[src/rtl/vmem_sequencer.sv]
// Vector memory sequencer: walks unit-stride, strided or indexed element addresses and
// gathers load data or scatters store data. Optional misalignment trap: VMEM_MISALIGN_CHECK_EN.
module vmem_sequencer #(
  parameter int NELEM = 8,
  parameter int EW    = 32
) (
  input  logic                  clk_i,
  input  logic                  rst_i,
  input  logic                  start_i,
  input  logic                  is_store_i,
  input  logic [1:0]            mode_i,
  input  logic [EW-1:0]         base_i,
  input  logic [EW-1:0]         stride_i,
  input  logic [3:0]            vl_i,
  input  logic [NELEM*EW-1:0]   vidx_i,
  input  logic [NELEM*EW-1:0]   vst_data_i,
  output logic                  mem_req_o,
  output logic                  mem_we_o,
  output logic [EW-1:0]         mem_addr_o,
  output logic [EW-1:0]         mem_wdata_o,
  input  logic                  mem_ack_i,
  input  logic [EW-1:0]         mem_rdata_i,
  output logic [NELEM*EW-1:0]   vld_data_o,
  output logic [NELEM-1:0]      vld_en_o,
  output logic                  busy_o,
  output logic                  done_o,
  output logic                  err_o
);

  localparam int IW = (NELEM > 1) ? $clog2(NELEM) : 1;

  // S_IDLE  | waiting for start_i
  // S_ISSUE | one memory request per element until the last ack
  // S_DONE  | single-cycle completion pulse, load write enables
  typedef enum logic [1:0] {S_IDLE, S_ISSUE, S_DONE} state_t;

  state_t        state_q, state_d;
  logic          store_q, store_d;
  logic [1:0]    mode_q, mode_d;
  logic [EW-1:0] base_q, base_d;
  logic [EW-1:0] stride_q, stride_d;
  logic [3:0]    vl_q, vl_d;
  logic [3:0]    cnt_q, cnt_d;
  logic [EW-1:0] vidx_q [NELEM];
  logic [EW-1:0] vidx_d [NELEM];
  logic [EW-1:0] vst_q  [NELEM];
  logic [EW-1:0] vst_d  [NELEM];
  logic [EW-1:0] vld_q  [NELEM];
  logic [EW-1:0] vld_d  [NELEM];

  logic [IW-1:0] elem;
  logic [EW-1:0] offs;
  logic [EW-1:0] addr;
  logic [3:0]    vl_clamp;
  logic [3:0]    cnt_inc;
  logic          misalign;

  assign elem     = cnt_q[IW-1:0];
  assign cnt_inc  = cnt_q + 4'd1;
  assign vl_clamp = (int'(vl_i) > NELEM) ? 4'(NELEM) : vl_i;

  // Offsets wrap modulo 2^EW; a negative stride is just a large unsigned value.
  always_comb begin
    offs = EW'(cnt_q) * EW'(EW / 8);
    case (mode_q)
      2'b01:   offs = EW'(cnt_q) * stride_q;
      2'b10:   offs = vidx_q[elem];
      default: offs = EW'(cnt_q) * EW'(EW / 8);
    endcase
    addr = base_q + offs;
  end

  assign mem_addr_o  = addr;
  assign mem_wdata_o = vst_q[elem];

`ifdef VMEM_MISALIGN_CHECK_EN
  logic err_q;

  assign misalign = (addr[1:0] != 2'b00);
  assign err_o    = (state_q == S_DONE) && err_q;

  always_ff @(posedge clk_i or posedge rst_i) begin
    if (rst_i)
      err_q <= 1'b0;
    else if (state_q == S_IDLE && start_i)
      err_q <= 1'b0;
    else if (state_q == S_ISSUE && misalign)
      err_q <= 1'b1;
  end
`else
  assign misalign = 1'b0;
  assign err_o    = 1'b0;
`endif

  always_comb begin
    state_d   = state_q;
    store_d   = store_q;
    mode_d    = mode_q;
    base_d    = base_q;
    stride_d  = stride_q;
    vl_d      = vl_q;
    cnt_d     = cnt_q;
    vidx_d    = vidx_q;
    vst_d     = vst_q;
    vld_d     = vld_q;
    mem_req_o = 1'b0;
    mem_we_o  = 1'b0;
    done_o    = 1'b0;
    vld_en_o  = '0;
    busy_o    = (state_q != S_IDLE);

    case (state_q)
      S_IDLE: begin
        if (start_i) begin
          store_d  = is_store_i;
          mode_d   = mode_i;
          base_d   = base_i;
          stride_d = stride_i;
          vl_d     = vl_clamp;
          cnt_d    = 4'd0;
          for (int k = 0; k < NELEM; k++) begin
            vidx_d[k] = vidx_i[k*EW +: EW];
            vst_d[k]  = vst_data_i[k*EW +: EW];
          end
          state_d = (vl_clamp == 4'd0) ? S_DONE : S_ISSUE;
        end
      end
      S_ISSUE: begin
        if (misalign) begin
          state_d = S_DONE;
        end else begin
          mem_req_o = 1'b1;
          mem_we_o  = store_q;
          if (mem_ack_i) begin
            if (!store_q) vld_d[elem] = mem_rdata_i;
            cnt_d = cnt_inc;
            if (cnt_inc == vl_q) state_d = S_DONE;
          end
        end
      end
      S_DONE: begin
        done_o = 1'b1;
        // cnt_q counts completed elements, so this also covers an early misalign exit.
        if (!store_q)
          for (int k = 0; k < NELEM; k++) vld_en_o[k] = (k < int'(cnt_q));
        state_d = S_IDLE;
      end
      default: state_d = S_IDLE;
    endcase
  end

  always_comb begin
    vld_data_o = '0;
    for (int k = 0; k < NELEM; k++) vld_data_o[k*EW +: EW] = vld_q[k];
  end

  always_ff @(posedge clk_i or posedge rst_i) begin
    if (rst_i) begin
      state_q  <= S_IDLE;
      store_q  <= 1'b0;
      mode_q   <= 2'b00;
      base_q   <= '0;
      stride_q <= '0;
      vl_q     <= 4'd0;
      cnt_q    <= 4'd0;
      vidx_q   <= '{default: '0};
      vst_q    <= '{default: '0};
      vld_q    <= '{default: '0};
    end else begin
      state_q  <= state_d;
      store_q  <= store_d;
      mode_q   <= mode_d;
      base_q   <= base_d;
      stride_q <= stride_d;
      vl_q     <= vl_d;
      cnt_q    <= cnt_d;
      vidx_q   <= vidx_d;
      vst_q    <= vst_d;
      vld_q    <= vld_d;
    end
  end

endmodule
[config.mk]
export PLATFORM = sky130hd
export DESIGN_NAME = vmem_sequencer
export DESIGN_NICKNAME = d
export VERILOG_FILES = /design/src/rtl/vmem_sequencer.sv
export SDC_FILE = /design/constraint.sdc
export NUM_CORES = 2
export LEC_CHECK = 0
export BUFFER_PORTS_ARGS = -buffer_cell sky130_fd_sc_hd__clkbuf_2
export CAP_MARGIN = 15
export CORE_AREA = 10 10 359 361
export CTS_CLUSTER_SIZE = 12
export DETAILED_ROUTE_END_ITERATION = 8
export DIE_AREA = 0 0 369 371
export GPL_ROUTABILITY_DRIVEN = 0
export PLACE_DENSITY_LB_ADDON = 0.15
export SYNTH_ARGS = -nofsm -noshare
export SYNTH_HDL_FRONTEND = slang
export SYNTH_SLANG_ARGS = --single-unit
[constraint.sdc]
create_clock -name clk_i -period 32.3 [get_ports clk_i]
set_input_delay 1.615 -clock clk_i [delete_from_list [all_inputs] [get_ports clk_i]]
set_output_delay 1.615 -clock clk_i [all_outputs]
set_load 0.02 [all_outputs]
## After elaboration in Yosys (flattened, before gate mapping)

Index checks and enable logic that the tools add are counted.

- Register bits after elaboration: 845
- Bits of input ports: 619
- Output and inout port bits: 333
- Word-level logic and storage cells: 88

- Add/sub/neg operators: 2
- Multiply operators: 1
- Magnitude comparators: 11
- Equal/unequal tests: 8
- Mux-type cells: 24
- Bitwise logic cells: 2
- Reduce and logical (&&, ||, !) cells: 9

Operators with widths:

| operator | number |
|---|---|
| 256-bit bitwise mux | 1 |
| 32-bit binary-select mux with 3-bit select | 2 |
| 32-bit 2-to-1 mux | 5 |
| 32-bit demux with 3-bit select | 1 |
| 32-bit one-hot mux with 2 select lines | 1 |
| 32-bit adder | 1 |
| 4-bit by 32-bit multiplier with 32-bit output | 1 |
| 3-bit by 4-bit less-than comparator with 1-bit output, first input constant | 4 |
| 8-bit 2-to-1 mux | 2 |
| 4-bit 2-to-1 mux | 3 |
| 3-bit AND reduction | 3 |
| 1-bit by 4-bit less-than comparator with 1-bit output, first input constant | 2 |
| 2-bit by 4-bit less-than comparator with 1-bit output, first input constant | 2 |
| 2-bit 2-to-1 mux | 4 |
| 4-bit one-hot mux with 2 select lines | 1 |
| 2-bit != test, second input constant | 3 |
| 4-bit by 1-bit adder with 4-bit output, second input constant | 1 |
| 2-bit by 1-bit == test with 1-bit output, second input constant | 2 |
| 2-bit == test, second input constant | 2 |
| 4-bit == test | 1 |
| 4-bit >= comparator, second input constant | 1 |
| 4-bit greater-than comparator, second input constant | 1 |
| 4-bit logical NOT | 1 |
| 4-bit by 1-bit less-than comparator with 1-bit output, second input constant | 1 |
| 8 further kinds | 11 |

## Longest topological paths before layout

- Depth in word-level cells: 6
- Gate-level depth with buffers: 28

## Worst setup path before layout

Ideal clock, no wire load.

- Kind: register -> output
- Start point: register cnt_q[1]
- End point: output port mem_addr_o[30]
- Arrival time: 6.175 ns
- Path slack: 24.510 ns
- Cell stages (with the launch flop): 28
- Buffers on the path: 2
- Cells stage by stage: dfrtp_1 -> clkbuf_1 -> clkbuf_1 -> and2_1 -> fa_1 -> inv_1 -> fa_1 -> inv_1 -> ha_1 -> and2_1 -> a221oi_1 -> nand2_1 -> a21o_1 -> a21o_1 -> a21o_1 -> a21oi_1 -> xor2_1 -> o21ai_0 -> ha_1 -> a21oi_1 -> o21ai_1 -> nor4b_1 -> a2111oi_0 -> a211o_1 -> o22ai_1 -> o311a_1 -> or2_1 -> o311ai_1

- Cells in the longest elaborated chain, start to end: 6

Ends and longest elaborated chain:

| element | line | text |
|---|---|---|
| start: declaration | 43 | `logic [3:0] cnt_q, cnt_d;` |
| start signal: assignment | 176 | `cnt_q <= cnt_d;` |
| parallel branches: the longest is 4 deep, another holds 4-bit by 32-bit multiplier with 32-bit output | n/a |  |
| 32-bit one-hot mux with 2 select lines (*) | 65 | `case (mode_q)` |
| 32-bit adder (*) | 70 | `addr = base_q + offs;` |
| end: declaration | 19 | `output logic [EW-1:0] mem_addr_o,` |

Every way passes the cells marked *. The select of a mux whose other input is x is not followed.

## Final worst setup path

- Start point: register cnt_q[3]
- End point: output port mem_addr_o[31]

- Cells in the longest elaborated chain, start to end: 3

Ends and longest elaborated chain:

| element | line | text |
|---|---|---|
| 4-bit by 32-bit multiplier with 32-bit output | 66 | `2'b01: offs = EW'(cnt_q) * stride_q;` |
| 32-bit one-hot mux with 2 select lines (*) | 65 |  |
| 32-bit adder (*) | 70 |  |

Every way passes the cells marked *; elsewhere a longest branch is shown, timed or not.

==> impl_metrics.csv <==
group,metric,value,unit
run_status,status,"finished, final reports clean",
drt,wl,172.6,mm
clocking,cts.clk_slew.worst_paths,0.06,ns
placement,place_hpwl,128.3,mm
clocking,postCtsSetupRepairBufs,0,
sta,final_hold_viol_count,0,
setup_path,crit_fanout,21,
cells_and_area,fin_nets,5832,
sta,tightestPinTransition,1.072,ns
grt,grt_pass1_vias,34437,
floorplanning,dieArea,136900,um^2
setup_path,cp.arrival,8.00,ns
clocking,cts-hold-fix-buffers,0,
logic_synthesis,synthFlopType,"dfrtp_1",
logic_synthesis,synth_cell_types,70,
logic_synthesis,synth.cell_area,39740,um^2
sta,finalSetupViolCount,0,
logic_synthesis,async_flop_share,1.000,
sta,rsz0062_at_grt,"false",
sta,finalSetupTns,0,ns
logic_synthesis,netlist_instances,4226,
clocking,cts_tree,"done",
floorplanning,die-width,369,um
sta,post-route-period-util,0.2977,
placement,io_buffers,950,
drt,wl_per_cell,25.35,um
grt,grt_max_degree,197,
drt,vias,33973,
drt,ant_nets,0,
logic_synthesis,yosysSeqAreaShare,0.5321,
clocking,cts_sinks,845,
logic_synthesis,syn-num-nets,4970,
clocking,h-tree-depth,3,
cells_and_area,mostFrequentLayoutCell,"nand2_1",
clocking,cts-root-buf,"clkbuf_16",
drt,vias_per_cell,4.992,
cells_and_area,final_util,0.4078,
power,powerDensity,107.6,nW/um^2
grt,grt_pass1_wl,246.6,mm
sta,min_period,9.614,ns
cells_and_area,layout_common_cells,"nand2_1 (1836), clkbuf_2 (950), dfrtp_1 (845)",
grt,grtUsageTotal,0.2431,
sta,slew_violations,0,
clocking,cts_made_buffers,98,
cells_and_area,drive_gt1_frac,0.2798,
hold_path,min_path_type,"flip-flop to flip-flop",
clocking,clk-insertion-delay-late,0.70,ns
setup_path,cp.required,30.68,ns
logic_synthesis,synth-seq-cells,845,
cells_and_area,fill_cells,12439,
drt,route.detailed.drc,0,
power,p_leak,26.30,nW
drt,drt_iter0_markers,2874,
floorplanning,rows,128,
sta,relSlewSlack,0.2856,
floorplanning,coreArea,121400,um^2
floorplanning,io_pins,952,
sta,whs,0.4741,ns
grt,antenna_found_initial,52,
grt,gr-total-overflow,0,
logic_synthesis,synth_edf_count,0,
sta,skew,0.01660,ns
floorplanning,die_h,371,um
floorplanning,start_util,0.3274,
drt,firstDrtPassIters,5,
setup_path,worstSetupPathType,"flip-flop to output pin",
setup_path,crit_path_start_kind,"flip-flop",
cells_and_area,area_delta_synth_final,24.57,%
sta,max_freq,104.0,MHz
logic_synthesis,yosysWarnings,0,
clocking,cts_resized,0,
run,cap_violations,0,
logic_synthesis,avgSynthCellArea,9.404,um^2
setup_path,crit_path_end_kind,"output pin",
power,peakVddDrop,64.88,uV
power,power.total,5.325,mW
clocking,cts_buffer_depth,3,
layer usage:
layer	wire length, um	GRT usage	vias up
met1	74020	0.3173	16876
li1	-	-	15629
met4	4425	0.05996	56
met2	81020	0.3969	1160
met5	391	0	-
met3	12700	0.06734	252
per-stage QoR:
| step | instance area (um^2) | setup WS (ns) | instances |
|---|---|---|---|
| after floorplan | 39740 | 6.944 | 4226 |
| after global placement | 46150 | 23.52 | 6613 |
| after detailed placement | 46150 | 23.48 | 6613 |
| after CTS | 49450 | 22.69 | 6785 |
| after global routing | 49470 | 22.22 | 6791 |
| final | 49510 | 22.69 | 6806 |
Yosys cell counts, types with 4 or more instances:
cell | number | share of area
nand2_1 | 1839 | 0.17
dfrtp_1 | 845 | 0.53
a22oi_1 | 263 | 0.050
mux2_2 | 256 | 0.073
clkbuf_1 | 195 | 0.018
inv_1 | 129 | 0.012
and2_1 | 77 | 0.012
ha_1 | 67 | 0.021
fa_1 | 58 | 0.029
a21oi_1 | 56 | 0.0071
nand4_1 | 55 | 0.0087
nor2_1 | 51 | 0.0048
buf_1 | 41 | 0.0039
xnor2_1 | 41 | 0.0090
o21ai_0 | 36 | 0.0045
a21o_1 | 22 | 0.0042
nor3_1 | 16 | 0.0020
nand3_1 | 14 | 0.0018
xor2_1 | 13 | 0.0029
o21a_1 | 12 | 0.0023
nor2b_1 | 9 | 0.0014
a31oi_1 | 7 | 0.0011
a41oi_1 | 7 | 0.0015
or3_1 | 7 | 0.0011
a41o_1 | 6 | 0.0015
o211ai_1 | 6 | 0.0011
o21ai_1 | 6 | 0.00076
a221oi_1 | 5 | 0.0011
a211o_1 | 4 | 0.00088
a211oi_1 | 4 | 0.00076
a32oi_1 | 4 | 0.00088
nand2b_1 | 4 | 0.00063
nand3b_1 | 4 | 0.00076
nor3b_1 | 4 | 0.00076
o21bai_1 | 4 | 0.00076
o31ai_1 | 4 | 0.00076
or2_2 | 4 | 0.00063
registers in the layout (all words and copies together) (netlist names):
| register | flops |
|---|---|
| mode_q | 2 |
| cnt_q | 4 |
| base_q | 32 |
| vidx_q | 256 |
| state_q | 2 |
| store_q | 1 |
| vl_q | 4 |
| vld_data_o | 256 |
| vst_q | 256 |
| stride_q | 32 |
worst paths after layout:
path                                 start               to  slack (ns)  cells after the start
worst min-delay path            vst_q[187]       vst_q[187]        0.47                      2
worst max register to register  state_q[0]        vidx_q[3]       28.94                      5
worst max-delay path              cnt_q[3]   mem_addr_o[31]       22.69                     26
max in group asynchronous            rst_i  vld_data_o[235]       28.28                      5
worst min register to register  vst_q[187]       vst_q[187]        0.47                      2
min in group asynchronous            rst_i        vst_q[52]        1.05                      2
where the power goes:
part	internal (mW)	total, mW	switching [mW]
Combinational	0.768	2.31	1.55
Clock	0.671	1.15	0.478
Sequential	1.55	1.86	0.316
Total	2.98	5.32	2.34
critical path, stage by stage, from the launching register on:
cell,delay (ns)
dfrtp_1,0.61
buf_4,0.32
and2_1,0.16
fa_1,0.47
inv_1,0.05
fa_1,0.47
inv_1,0.04
ha_1,0.31
and2_1,0.17
a221oi_1,0.39
a211oi_1,0.18
or2_2,0.34
a21o_1,0.20
a21o_1,0.19
xnor2_1,0.17
o21ai_0,0.11
ha_1,0.40
a21oi_1,0.25
a21boi_0,0.16
o41ai_1,0.50
a21oi_1,0.17
o2111ai_1,0.35
a31oi_1,0.15
o31ai_1,0.45
a21oi_1,0.16
xnor3_1,0.35
clkbuf_2,0.16
cells by family (layout without fill, tap and decap cells):
logic type | count (synthesis) | after routing | synth area share
buffers and inverters | 372 | 1306 | 0.03564
DFF | 845 | 845 | 0.5321
AOI/OAI and AO/OA | 476 | 476 | 0.08608
other | 1 | 22 | 0.00009436
adders and majority gates | 125 | 125 | 0.05031
and+or+nand+nor | 2095 | 2095 | 0.2106
xor gates and xnor gates | 55 | 55 | 0.01247
muxes | 257 | 257 | 0.07279
layout make-up:
class / instances / area, um^2 / area share
diodes: 21 / 52.55 / 0.001061
clock buffers: 141 / 2895 / 0.05848
multi-input cells: 3009 / 17240 / 0.3481
repair buffers: 1005 / 5243 / 0.1059
flip-flops and latches: 845 / 21150 / 0.4271
inverters: 129 / 491.7 / 0.009933
well taps: 1625 / 2033 / 0.04107
clock inverters: 31 / 410.4 / 0.008290
No activity file was read; power rests on OpenSTA's default activity.
